**config.mk**
```make
export PLATFORM = sky130hd
export DESIGN_NAME = ip_amba_axi_master_wdata_chnl_flat
export DESIGN_NICKNAME = d
export VERILOG_FILES = /design/src/rtl/ip_amba_axi_master_wdata_chnl_if.sv /design/src/rtl/ip_amba_axi_master_wdata_chnl.sv /design/src/flat_wrapper.sv
export SDC_FILE = /design/constraint.sdc
export NUM_CORES = 1
export LEC_CHECK = 0
export CAP_MARGIN = 10
export CORE_MARGIN = 2
export CORE_UTILIZATION = 50
export DETAILED_ROUTE_END_ITERATION = 8
export PLACE_DENSITY = 0.84
export REMOVE_ABC_BUFFERS = 1
export SYNTH_ARGS = -nofsm -noshare
export SYNTH_HDL_FRONTEND = slang
export SYNTH_SLANG_ARGS = --single-unit
export TNS_END_PERCENT = 100
```
**constraint.sdc**
```tcl
create_clock -name ACLK -period 3.2 [get_ports ACLK]
set_clock_uncertainty 0.05 [all_clocks]
set_input_delay 0.96 -clock ACLK [delete_from_list [all_inputs] [get_ports ACLK]]
set_output_delay 0.96 -clock ACLK [all_outputs]
set_load 0.05 [all_outputs]
```
**src/rtl/ip_amba_axi_master_wdata_chnl_if.sv**
```systemverilog
// AXI write-data channel signal bundle shared between the W engine and its sink.
interface ip_amba_axi_master_wdata_chnl_if #(
    parameter int unsigned WDATA_WIDTH = 32
);
    localparam int unsigned STRB_WIDTH = WDATA_WIDTH / 8;

    logic [WDATA_WIDTH-1:0] WDATA;
    logic [STRB_WIDTH-1:0]  WSTRB;
    logic                   WLAST;
    logic                   WVALID;
    logic                   WREADY;

    modport master (
        output WDATA,
        output WSTRB,
        output WLAST,
        output WVALID,
        input  WREADY
    );

    modport slave (
        input  WDATA,
        input  WSTRB,
        input  WLAST,
        input  WVALID,
        output WREADY
    );
endinterface

```
**src/rtl/ip_amba_axi_master_wdata_chnl.sv**
```systemverilog
// AXI master W-channel engine: queues AWLEN per accepted AW, then streams beats
// from a show-ahead WDATA FIFO in AW order with registered W outputs.
module ip_amba_axi_master_wdata_chnl #(
    parameter int unsigned WDATA_WIDTH = 32,
    parameter int unsigned LENQ_DEPTH  = 4
) (
    input  logic                       ACLK,
    input  logic                       ARESETn,
    input  logic                       aw_fire,
    input  logic [7:0]                 aw_len,
    output logic                       lenq_full,
    input  logic [WDATA_WIDTH-1:0]     fifo_data,
    input  logic [WDATA_WIDTH/8-1:0]   fifo_strb,
    input  logic                       fifo_empty,
    output logic                       fifo_pop,
    ip_amba_axi_master_wdata_chnl_if.master axi_w,
    output logic                       busy,
    output logic                       lenq_ovf_err
);
    localparam int unsigned STRB_WIDTH = WDATA_WIDTH / 8;
    localparam int unsigned PTR_W      = $clog2(LENQ_DEPTH);
    localparam int unsigned CNT_W      = PTR_W + 1;

    typedef enum logic [1:0] {ST_IDLE, ST_BEAT, ST_STALL} state_t;

    state_t                  r_state;
    logic [WDATA_WIDTH-1:0]  r_wdata;
    logic [STRB_WIDTH-1:0]   r_wstrb;
    logic                    r_wlast;
    logic                    r_wvalid;
    logic [7:0]              r_beat_cnt;
    logic                    r_ovf_err;
    logic [7:0]              r_lenq [LENQ_DEPTH];
    logic [PTR_W-1:0]        r_wr_ptr;
    logic [PTR_W-1:0]        r_rd_ptr;
    logic [CNT_W-1:0]        r_cnt;

    logic                    w_lenq_empty;
    logic                    w_lenq_full;
    logic                    w_hs;
    logic                    w_load_beat;
    logic                    w_load_burst;
    logic                    w_push;
    logic                    w_ovf;
    logic [7:0]              w_head_len;

    assign w_lenq_empty = (r_cnt == '0);
    assign w_lenq_full  = (r_cnt == CNT_W'(LENQ_DEPTH));
    assign w_hs         = r_wvalid && axi_w.WREADY;
    assign w_head_len   = r_lenq[r_rd_ptr];

    // Decide this cycle's FIFO consumption: a new burst head or a continuation beat
    always_comb begin
        w_load_beat  = 1'b0;
        w_load_burst = 1'b0;
        case (r_state)
            ST_IDLE:  w_load_burst = !w_lenq_empty && !fifo_empty;
            ST_BEAT: begin
                if (w_hs) begin
                    if (r_wlast) w_load_burst = !w_lenq_empty && !fifo_empty;
                    else         w_load_beat  = !fifo_empty;
                end
            end
            ST_STALL: w_load_beat = !fifo_empty;
            default: begin
                w_load_beat  = 1'b0;
                w_load_burst = 1'b0;
            end
        endcase
    end

    // A push into a full queue is only legal when the engine pops in the same cycle
    assign w_push = aw_fire && (!w_lenq_full || w_load_burst);
    assign w_ovf  = aw_fire && w_lenq_full && !w_load_burst;

    always_ff @(posedge ACLK) begin
        if (w_push) r_lenq[r_wr_ptr] <= aw_len;
    end

    always_ff @(posedge ACLK or negedge ARESETn) begin
        if (!ARESETn) begin
            r_wr_ptr  <= '0;
            r_rd_ptr  <= '0;
            r_cnt     <= '0;
            r_ovf_err <= 1'b0;
        end else begin
            if (w_push)       r_wr_ptr <= r_wr_ptr + PTR_W'(1);
            if (w_load_burst) r_rd_ptr <= r_rd_ptr + PTR_W'(1);
            r_cnt <= r_cnt + CNT_W'(w_push) - CNT_W'(w_load_burst);
            if (w_ovf) r_ovf_err <= 1'b1;
        end
    end

    // Beat engine: state plus registered W outputs
    always_ff @(posedge ACLK or negedge ARESETn) begin
        if (!ARESETn) begin
            r_state    <= ST_IDLE;
            r_wdata    <= '0;
            r_wstrb    <= '0;
            r_wlast    <= 1'b0;
            r_wvalid   <= 1'b0;
            r_beat_cnt <= '0;
        end else begin
            case (r_state)
                ST_IDLE: begin
                    if (w_load_burst) begin
                        r_wdata    <= fifo_data;
                        r_wstrb    <= fifo_strb;
                        r_wvalid   <= 1'b1;
                        r_beat_cnt <= w_head_len;
                        r_wlast    <= (w_head_len == 8'd0);
                        r_state    <= ST_BEAT;
                    end
                end
                ST_BEAT: begin
                    if (w_hs) begin
                        if (r_wlast) begin
                            if (w_load_burst) begin
                                r_wdata    <= fifo_data;
                                r_wstrb    <= fifo_strb;
                                r_beat_cnt <= w_head_len;
                                r_wlast    <= (w_head_len == 8'd0);
                            end else begin
                                r_wvalid <= 1'b0;
                                r_wlast  <= 1'b0;
                                r_state  <= ST_IDLE;
                            end
                        end else if (w_load_beat) begin
                            r_wdata    <= fifo_data;
                            r_wstrb    <= fifo_strb;
                            r_beat_cnt <= r_beat_cnt - 8'd1;
                            r_wlast    <= (r_beat_cnt == 8'd1);
                        end else begin
                            r_wvalid <= 1'b0;
                            r_state  <= ST_STALL;
                        end
                    end
                end
                ST_STALL: begin
                    if (w_load_beat) begin
                        r_wdata    <= fifo_data;
                        r_wstrb    <= fifo_strb;
                        r_wvalid   <= 1'b1;
                        r_beat_cnt <= r_beat_cnt - 8'd1;
                        r_wlast    <= (r_beat_cnt == 8'd1);
                        r_state    <= ST_BEAT;
                    end
                end
                default: r_state <= ST_IDLE;
            endcase
        end
    end

    assign fifo_pop     = w_load_beat || w_load_burst;
    assign lenq_full    = w_lenq_full;
    assign lenq_ovf_err = r_ovf_err;
    assign busy         = (r_state != ST_IDLE) || !w_lenq_empty;

    assign axi_w.WDATA  = r_wdata;
    assign axi_w.WSTRB  = r_wstrb;
    assign axi_w.WLAST  = r_wlast;
    assign axi_w.WVALID = r_wvalid;
endmodule

```
**src/flat_wrapper.sv**
```systemverilog
// flat-port wrapper written by rule: the top's interface ports become plain ports
module ip_amba_axi_master_wdata_chnl_flat 
#(
    parameter int unsigned WDATA_WIDTH = 32,
    parameter int unsigned LENQ_DEPTH  = 4
)
  (ACLK, ARESETn, aw_fire, aw_len, lenq_full, fifo_data, fifo_strb, fifo_empty, fifo_pop, busy, lenq_ovf_err, axi_w_WDATA, axi_w_WSTRB, axi_w_WLAST, axi_w_WVALID, axi_w_WREADY);
  ip_amba_axi_master_wdata_chnl_if #(.WDATA_WIDTH(WDATA_WIDTH)) axi_w_i ();
  input  logic ACLK;
  input  logic ARESETn;
  input  logic aw_fire;
  input  logic [7:0] aw_len;
  output logic lenq_full;
  input  logic [WDATA_WIDTH-1:0] fifo_data;
  input  logic [WDATA_WIDTH/8-1:0] fifo_strb;
  input  logic fifo_empty;
  output logic fifo_pop;
  output logic busy;
  output logic lenq_ovf_err;
  output wire logic [$bits(axi_w_i.WDATA)-1:0] axi_w_WDATA;
  output wire logic [$bits(axi_w_i.WSTRB)-1:0] axi_w_WSTRB;
  output wire logic [$bits(axi_w_i.WLAST)-1:0] axi_w_WLAST;
  output wire logic [$bits(axi_w_i.WVALID)-1:0] axi_w_WVALID;
  input wire logic [$bits(axi_w_i.WREADY)-1:0] axi_w_WREADY;
  assign axi_w_WDATA = axi_w_i.WDATA;
  assign axi_w_WSTRB = axi_w_i.WSTRB;
  assign axi_w_WLAST = axi_w_i.WLAST;
  assign axi_w_WVALID = axi_w_i.WVALID;
  assign axi_w_i.WREADY = axi_w_WREADY;
  ip_amba_axi_master_wdata_chnl #(.WDATA_WIDTH(WDATA_WIDTH), .LENQ_DEPTH(LENQ_DEPTH)) u_core (.ACLK(ACLK), .ARESETn(ARESETn), .aw_fire(aw_fire), .aw_len(aw_len), .lenq_full(lenq_full), .fifo_data(fifo_data), .fifo_strb(fifo_strb), .fifo_empty(fifo_empty), .fifo_pop(fifo_pop), .axi_w(axi_w_i), .busy(busy), .lenq_ovf_err(lenq_ovf_err));
endmodule
```
==> results of run 1 <==
[cell usage after synthesis (all sizes together) (2+ instances only)]
cell type  number  share of area [%]
o21ai           8                1.0
o211ai          2               0.38
nor4            3               0.48
xnor2           5                1.1
ha             11                3.5
nor3            4               0.93
buf            11                2.6
a21o            4               0.77
nor2            8               0.77
edfxtp         32                 25
inv             9               0.86
a22o           37                8.3
a41oi           2               0.64
o31ai           2               0.51
a221o           3               0.77
a22oi           3               0.58
nor4bb          2               0.51
nor3b           2               0.51
o21a            2               0.38
mux4            8                4.6
nand2          13                1.2
a31oi           2               0.32
dfrtp          56                 36
and3            2               0.32
nor2b           3               0.48
and2            4               0.64
nand3           4               0.51
a31o            2               0.45
o41ai           4                1.1
clkbuf          4               0.38
a21oi           4               0.61
mux2i           3               0.77
nand2b          3               0.67
[worst paths after layout]
check                               startpoint                     to
min                        u_core.lenq_ovf_err    u_core.lenq_ovf_err
max reg2reg                  u_core.r_state[1]        u_core.r_cnt[2]
max in group asynchronous              ARESETn     u_core.r_wr_ptr[1]
max                                 fifo_empty               fifo_pop
min in group asynchronous              ARESETn  u_core.axi_w.WSTRB[1]
min reg2reg                u_core.lenq_ovf_err    u_core.lenq_ovf_err
[cell families (layout without fill, tap and decap cells)]
family	Yosys count	count (layout)
compound gates	80	80
xor+xnor	5	5
fa+ha+maj	12	12
buf+inv	24	137
flops	88	88
mux	12	12
simple gates	53	53
[worst max-delay path, cell delays in order]
cell and delay [ns]:
clkdlybuf4s50_1 0.44, buf_4 0.20, nor2_1 0.15, nand2_1 0.10
nand2_4 0.09, buf_12 0.13
[per-layer routing]
layer	GRT usage, %	routed length [um]	vias up
met5	0	0	-
met4	8.831	193	0
met3	4.475	317	15
met2	36.80	4612	74
met1	27.81	3744	1415
li1	-	-	1270
[state kept, by name, indices dropped and copies added, names as in the netlist]
name,count
u_core.r_state,2
u_core.r_beat_cnt,8
u_core.axi_w.WLAST,1
u_core.axi_w.WVALID,1
u_core.r_lenq,32
u_core.r_rd_ptr,2
u_core.r_wr_ptr,2
u_core.r_cnt,3
u_core.axi_w.WSTRB,4
u_core.lenq_ovf_err,1
u_core.axi_w.WDATA,32
[cell type report]
class	instances	area (um^2)	area share, %
Timing Repair Buffer	112	1107	21.12
Clock inverter	4	26.28	0.5012
Sequential cell	88	2362	45.06
Inverter	9	33.78	0.6444
Tap cell	102	127.6	2.434
Clock buffer	12	166.4	3.174
Multi-Input combinational cell	162	1419	27.06
[what timing repair did]
item	in CTS	in global routing
buffers inserted	1	0
gates resized for setup	4	1
setup endpoints to repair	1	1
pin swaps	1	0
[stage by stage]
stage,cell area (um^2),setup slack (ns),TNS [ns],power (mW)
global placement,5029,-0.07082,-0.09852,4.265
floorplan,3800,-0.01240,-0.02480,3.403
CTS,5240,0.07168,0,5.124
global route,5243,0.01060,0,5.375
detailed placement,5029,-0.09970,-0.1644,4.353
finish,5243,0.1086,0,5.101
[report_power, final]
part	switching [mW]	internal, mW	leakage, nW
sequential	0.272	1.50	1.02
clock	0.394	0.352	0.0979
combinational	1.48	1.10	1.02
total	2.15	2.95	2.13
==> flow_summary.toml, run 1 <==
[run_status]
status = "finished, final reports clean"

[critical_path]
worstPathArrival_ns = 2.08
path_class = "input pin to output port"
endpoint_kind = "output port"
rrSetupSlack_ns = 0.43
required_ns = 2.19
reg2regPathDepth = 12
cp-start-kind = "input pin"
cp_max_fo = 13

[synthesis]
synth_edf_count = 32
synth_mux_area_share_pct = 5.657
yosys_warnings = 0
synthArstFlopShare_pct = 63.64
synth_top_family_by_area = "compound AO/OA/AOI/OAI gates"
synth_compound_area_share_pct = 16.97
synth.distinct_cells = 56
ys.flop_type = "dfrtp_1"
synth_fa_ha_area_share_pct = 4.027
synth_simple_gate_area_share_pct = 8.086
avgSynthCellArea_um2 = 14.29
synth-seq-cells = 88
synth_xor_area_share_pct = 1.119
synth.cell_area_mm2 = 0.003915
postSynthCellCount = 274
ys_seq_area_share_pct = 60.34

[timing]
max_clock_freq_mhz = 323.5
tightest_slew_ns = 0.6727
final_max_slew_viol_count = 0
fin_crit_ns = 3.091
min_period_over_period_pct = 96.61
setup_viol = 0
hold_viol = 0
hold_slack_ns = 0.4500
slew_headroom_pct = 55.15
rsz0062_at_grt = "false"

[placement]
port_buffers = 90
dp.final_hpwl_um = 6369
gp_congestion = 0.8601
dp.cells = 472

[layout]
drive_gt1_share_pct = 16.80
mostFrequentLayoutCell = "clkdlybuf4s50_1"
fin_util_pct = 68.55
area_delta_synth_final_pct = 33.91
final_cells = 489
mostFrequentLayoutCells = "87 x clkdlybuf4s50_1, 56 x dfrtp_1, 37 x a22o_1"
fin_nets = 443
n_fill_cell = 514
antenna_cells = 0

[floorplan]
dieWidth_um = 92.49
start_util_pct = 51.19
die-area_mm2 = 0.008553
fp.dieH_um = 92.49
num_rows = 32
ioPinCount = 91
core-area_mm2 = 0.007647

[global_routing]
antenna_found_initial = 0
grt_pass1_wl_um = 14400
grt_usage_pct = 21.87
grt_pass1_vias = 2856
grt_max_degree = 37
grt-ovfl-total = 0

[route]
wl_per_cell_um = 18.13
via_per_inst = 5.673
drt-pass1-iter-count = 5
dr_total_vias = 2774
wirelength_um = 8868
antenna_left = 0
post-route-drc-count = 0
drt_iter0_drc = 140

[clocking]
clk_pin_slew_ns = 0.08
cts_buffer_depth = 2
postCtsHoldBufs = 0
tritoncts = "built"
clock_sinks = 88
root_buffer = "clkbuf_8"
insertion_delay_ns = 0.35
cts_htree_levels = 3
cts_buffers = 9

[min_path]
min_path_cells = 1
worstHoldPathType = "flip-flop to flip-flop"

[pwr]
p_leak_nw = 2.134
p_per_area_mw_per_mm2 = 973.0
ir_drop_uv = 468.7

[flow_run]
drv_cap = 0
(Power assumes the default switching activity.)
==> inputs of run 2 (changes only) <==
--- a/config.mk
+++ b/config.mk
@@ -6,6 +6,7 @@
 export NUM_CORES = 1
 export LEC_CHECK = 0
 export CAP_MARGIN = 10
+export CORE_ASPECT_RATIO = 0.9
 export CORE_MARGIN = 2
 export CORE_UTILIZATION = 50
 export DETAILED_ROUTE_END_ITERATION = 8
==> run 2 against run 1 <==
Count of clock-buffer cells in the layout is 2 lower; fmax is 0.78% lower; clock power is 2% higher; sequential power barely moved; global-route usage shrank 0.88 points; die area about the same; critical endpoint unchanged; non-clock buffer count shrank 1.
==> flow_summary.toml, run 2 (synthesis gave the netlist of run 1 again) <==
[layout]
antenna_cells = 0
seqCellArea_mm2 = 0.002362
area_delta_synth_final_pct = 32.50
n_fill_cell = 531
multi_input_area_mm2 = 0.001414
drive_gt1_share_pct = 16.58
fin_nets = 442
mostFrequentLayoutCells = "86 x clkdlybuf4s50_1, 56 x dfrtp_1, 37 x a22o_1"
final_cells = 482
finalInstanceArea_mm2 = 0.005187
mostFrequentLayoutCell = "clkdlybuf4s50_1"

[route]
post-route-drc-count = 0
wirelength_um = 8870
antenna_left = 0
drt_iter0_drc = 179
wl_per_cell_um = 18.40
drt-pass1-iter-count = 4
dr_total_vias = 2711
via_per_inst = 5.624

[global_routing]
grt.met1_usage_pct = 27.25
use_met2_pct = 35.48
top_usage_layer = "met2"
use_met3_pct = 4.709
grt-ovfl-total = 0
grt_max_degree = 37
grt_pass1_vias = 2744
antenna_found_initial = 0
grt_usage_pct = 21.00
grt_pass1_wl_um = 13950

[floorplan]
dieWidth_um = 97.28
core-area_mm2 = 0.007582
fp.dieH_um = 87.95
die-area_mm2 = 0.008555
start_util_pct = 51.63
num_rows = 30
ioPinCount = 91

[clocking]
clk_pin_slew_ns = 0.09
tritoncts = "built"
cts_buffers = 9
cts_htree_levels = 3
cts_buffer_depth = 2
postCtsHoldBufs = 0
clock_sinks = 88
insertion_delay_ns = 0.35
root_buffer = "clkbuf_8"

[critical_path]
worstPathArrival_ns = 2.11
crit_buf_inv = 2
endpoint_kind = "output port"
cp_slowest_stage_delay_ns = 0.51
cp-start-kind = "input pin"
crit_chain = "clkdlybuf4s50_1 > or3_4 > nand2_2 > buf_12"
required_ns = 2.19
cp_top_family = "buffers and inverters"
cp_max_fo = 6
critPathSlowestCell = "clkdlybuf4s50_1"
path_class = "input pin to output port"

[pwr]
p_leak_nw = 2.116
p_per_area_mw_per_mm2 = 975.1
ir_drop_uv = 525.1

[timing]
rsz0062_at_grt = "false"
min_period_over_period_pct = 97.37
tightest_slew_ns = 0.5777
final_max_slew_viol_count = 0
fin_crit_ns = 3.116
hold_viol = 0
slew_headroom_pct = 61.23
setup_viol = 0
max_clock_freq_mhz = 321.0

[placement]
port_buffers = 90
dp.cells = 465
dpl_cell_area_mm2 = 0.004974
dp.final_hpwl_um = 6495
gp_congestion = 0.8576

[flow_run]
drv_cap = 0

[run_status]
status = "finished, final reports clean"

[min_path]
worstHoldPathType = "flip-flop to flip-flop"
-- run 2: changes by cell type in the layout (fill, tap and decap cells not counted), sizes merged --
| cell | change |
|---|---|
| clkinv | +1 |
| clkbuf | -2 |
| bufinv | +1 |
| clkdlybuf4s50 | -1 |
-- run 2: path summary, 6_finish.rpt --
path                                      from                      to  slack (ns)  cells past startpoint
setup reg to reg             u_core.r_state[1]         u_core.r_cnt[2]        0.44                     12
min in group asynchronous              ARESETn  u_core.axi_w.WDATA[20]        0.54                      1
max in group asynchronous              ARESETn   u_core.axi_w.WDATA[7]        1.83                      2
setup / recovery                    fifo_empty                fifo_pop        0.08                      4
hold / removal             u_core.lenq_ovf_err     u_core.lenq_ovf_err        0.45                      1
hold reg to reg            u_core.lenq_ovf_err     u_core.lenq_ovf_err        0.45                      1
-- run 2: worst reg2reg max path: stages (launching register included) --
cell     delay (ns)
dfrtp_1        0.43
inv_1          0.10
ha_2           0.28
a41oi_2        0.16
or3_4          0.42
buf_4          0.15
nor2_1         0.13
a21o_1         0.11
ha_1           0.13
inv_1          0.05
fa_1           0.37
xnor2_1        0.15
xnor2_1        0.13
-- run 2: final cells by class --
cell class | count | area share (%)
Multi-Input combinational cell | 162 | 27.26
Timing Repair Buffer | 111 | 20.43
Clock inverter | 6 | 1.351
Clock buffer | 10 | 2.460
Inverter | 9 | 0.6512
Tap cell | 96 | 2.315
Sequential cell | 88 | 45.54
-- run 2: what timing repair did --
action,in CTS,in global routing
resized for setup,3,1
pin swaps,1,0
buffers inserted,1,0
setup endpoints to repair,1,1
-- run 2: routing by layer --
metal / share of wire, % / up-vias
met5: 0 / -
met4: 1.9 / 0
met3: 4.4 / 13
met2: 52 / 77
met1: 42 / 1355
li1: - / 1266
-- run 2: stage by stage --
step | util [%] | setup WS (ns) | setup TNS, ns | total power, mW | hold WS (ns)
6_report | 68.42 | 0.08430 | 0 | 5.058 | 0.4454
4_1_cts | 68.38 | 0.08624 | 0 | 5.075 | 0.4427
3_3_place_gp | 65.59 | -0.07833 | -0.1115 | 4.202 | 0.4062
3_5_place_dp | 65.59 | -0.1244 | -0.2271 | 4.297 | 0.4179
2_1_floorplan | - | -0.01240 | -0.02480 | 3.403 | 0.4739
5_1_grt | 68.42 | 0.04572 | 0 | 5.345 | 0.4710
-- run 2: where the power goes --
part / internal, mW / switching [mW]
sequential: 1.50 / 0.271
combinational: 1.05 / 1.48
clock: 0.367 / 0.394
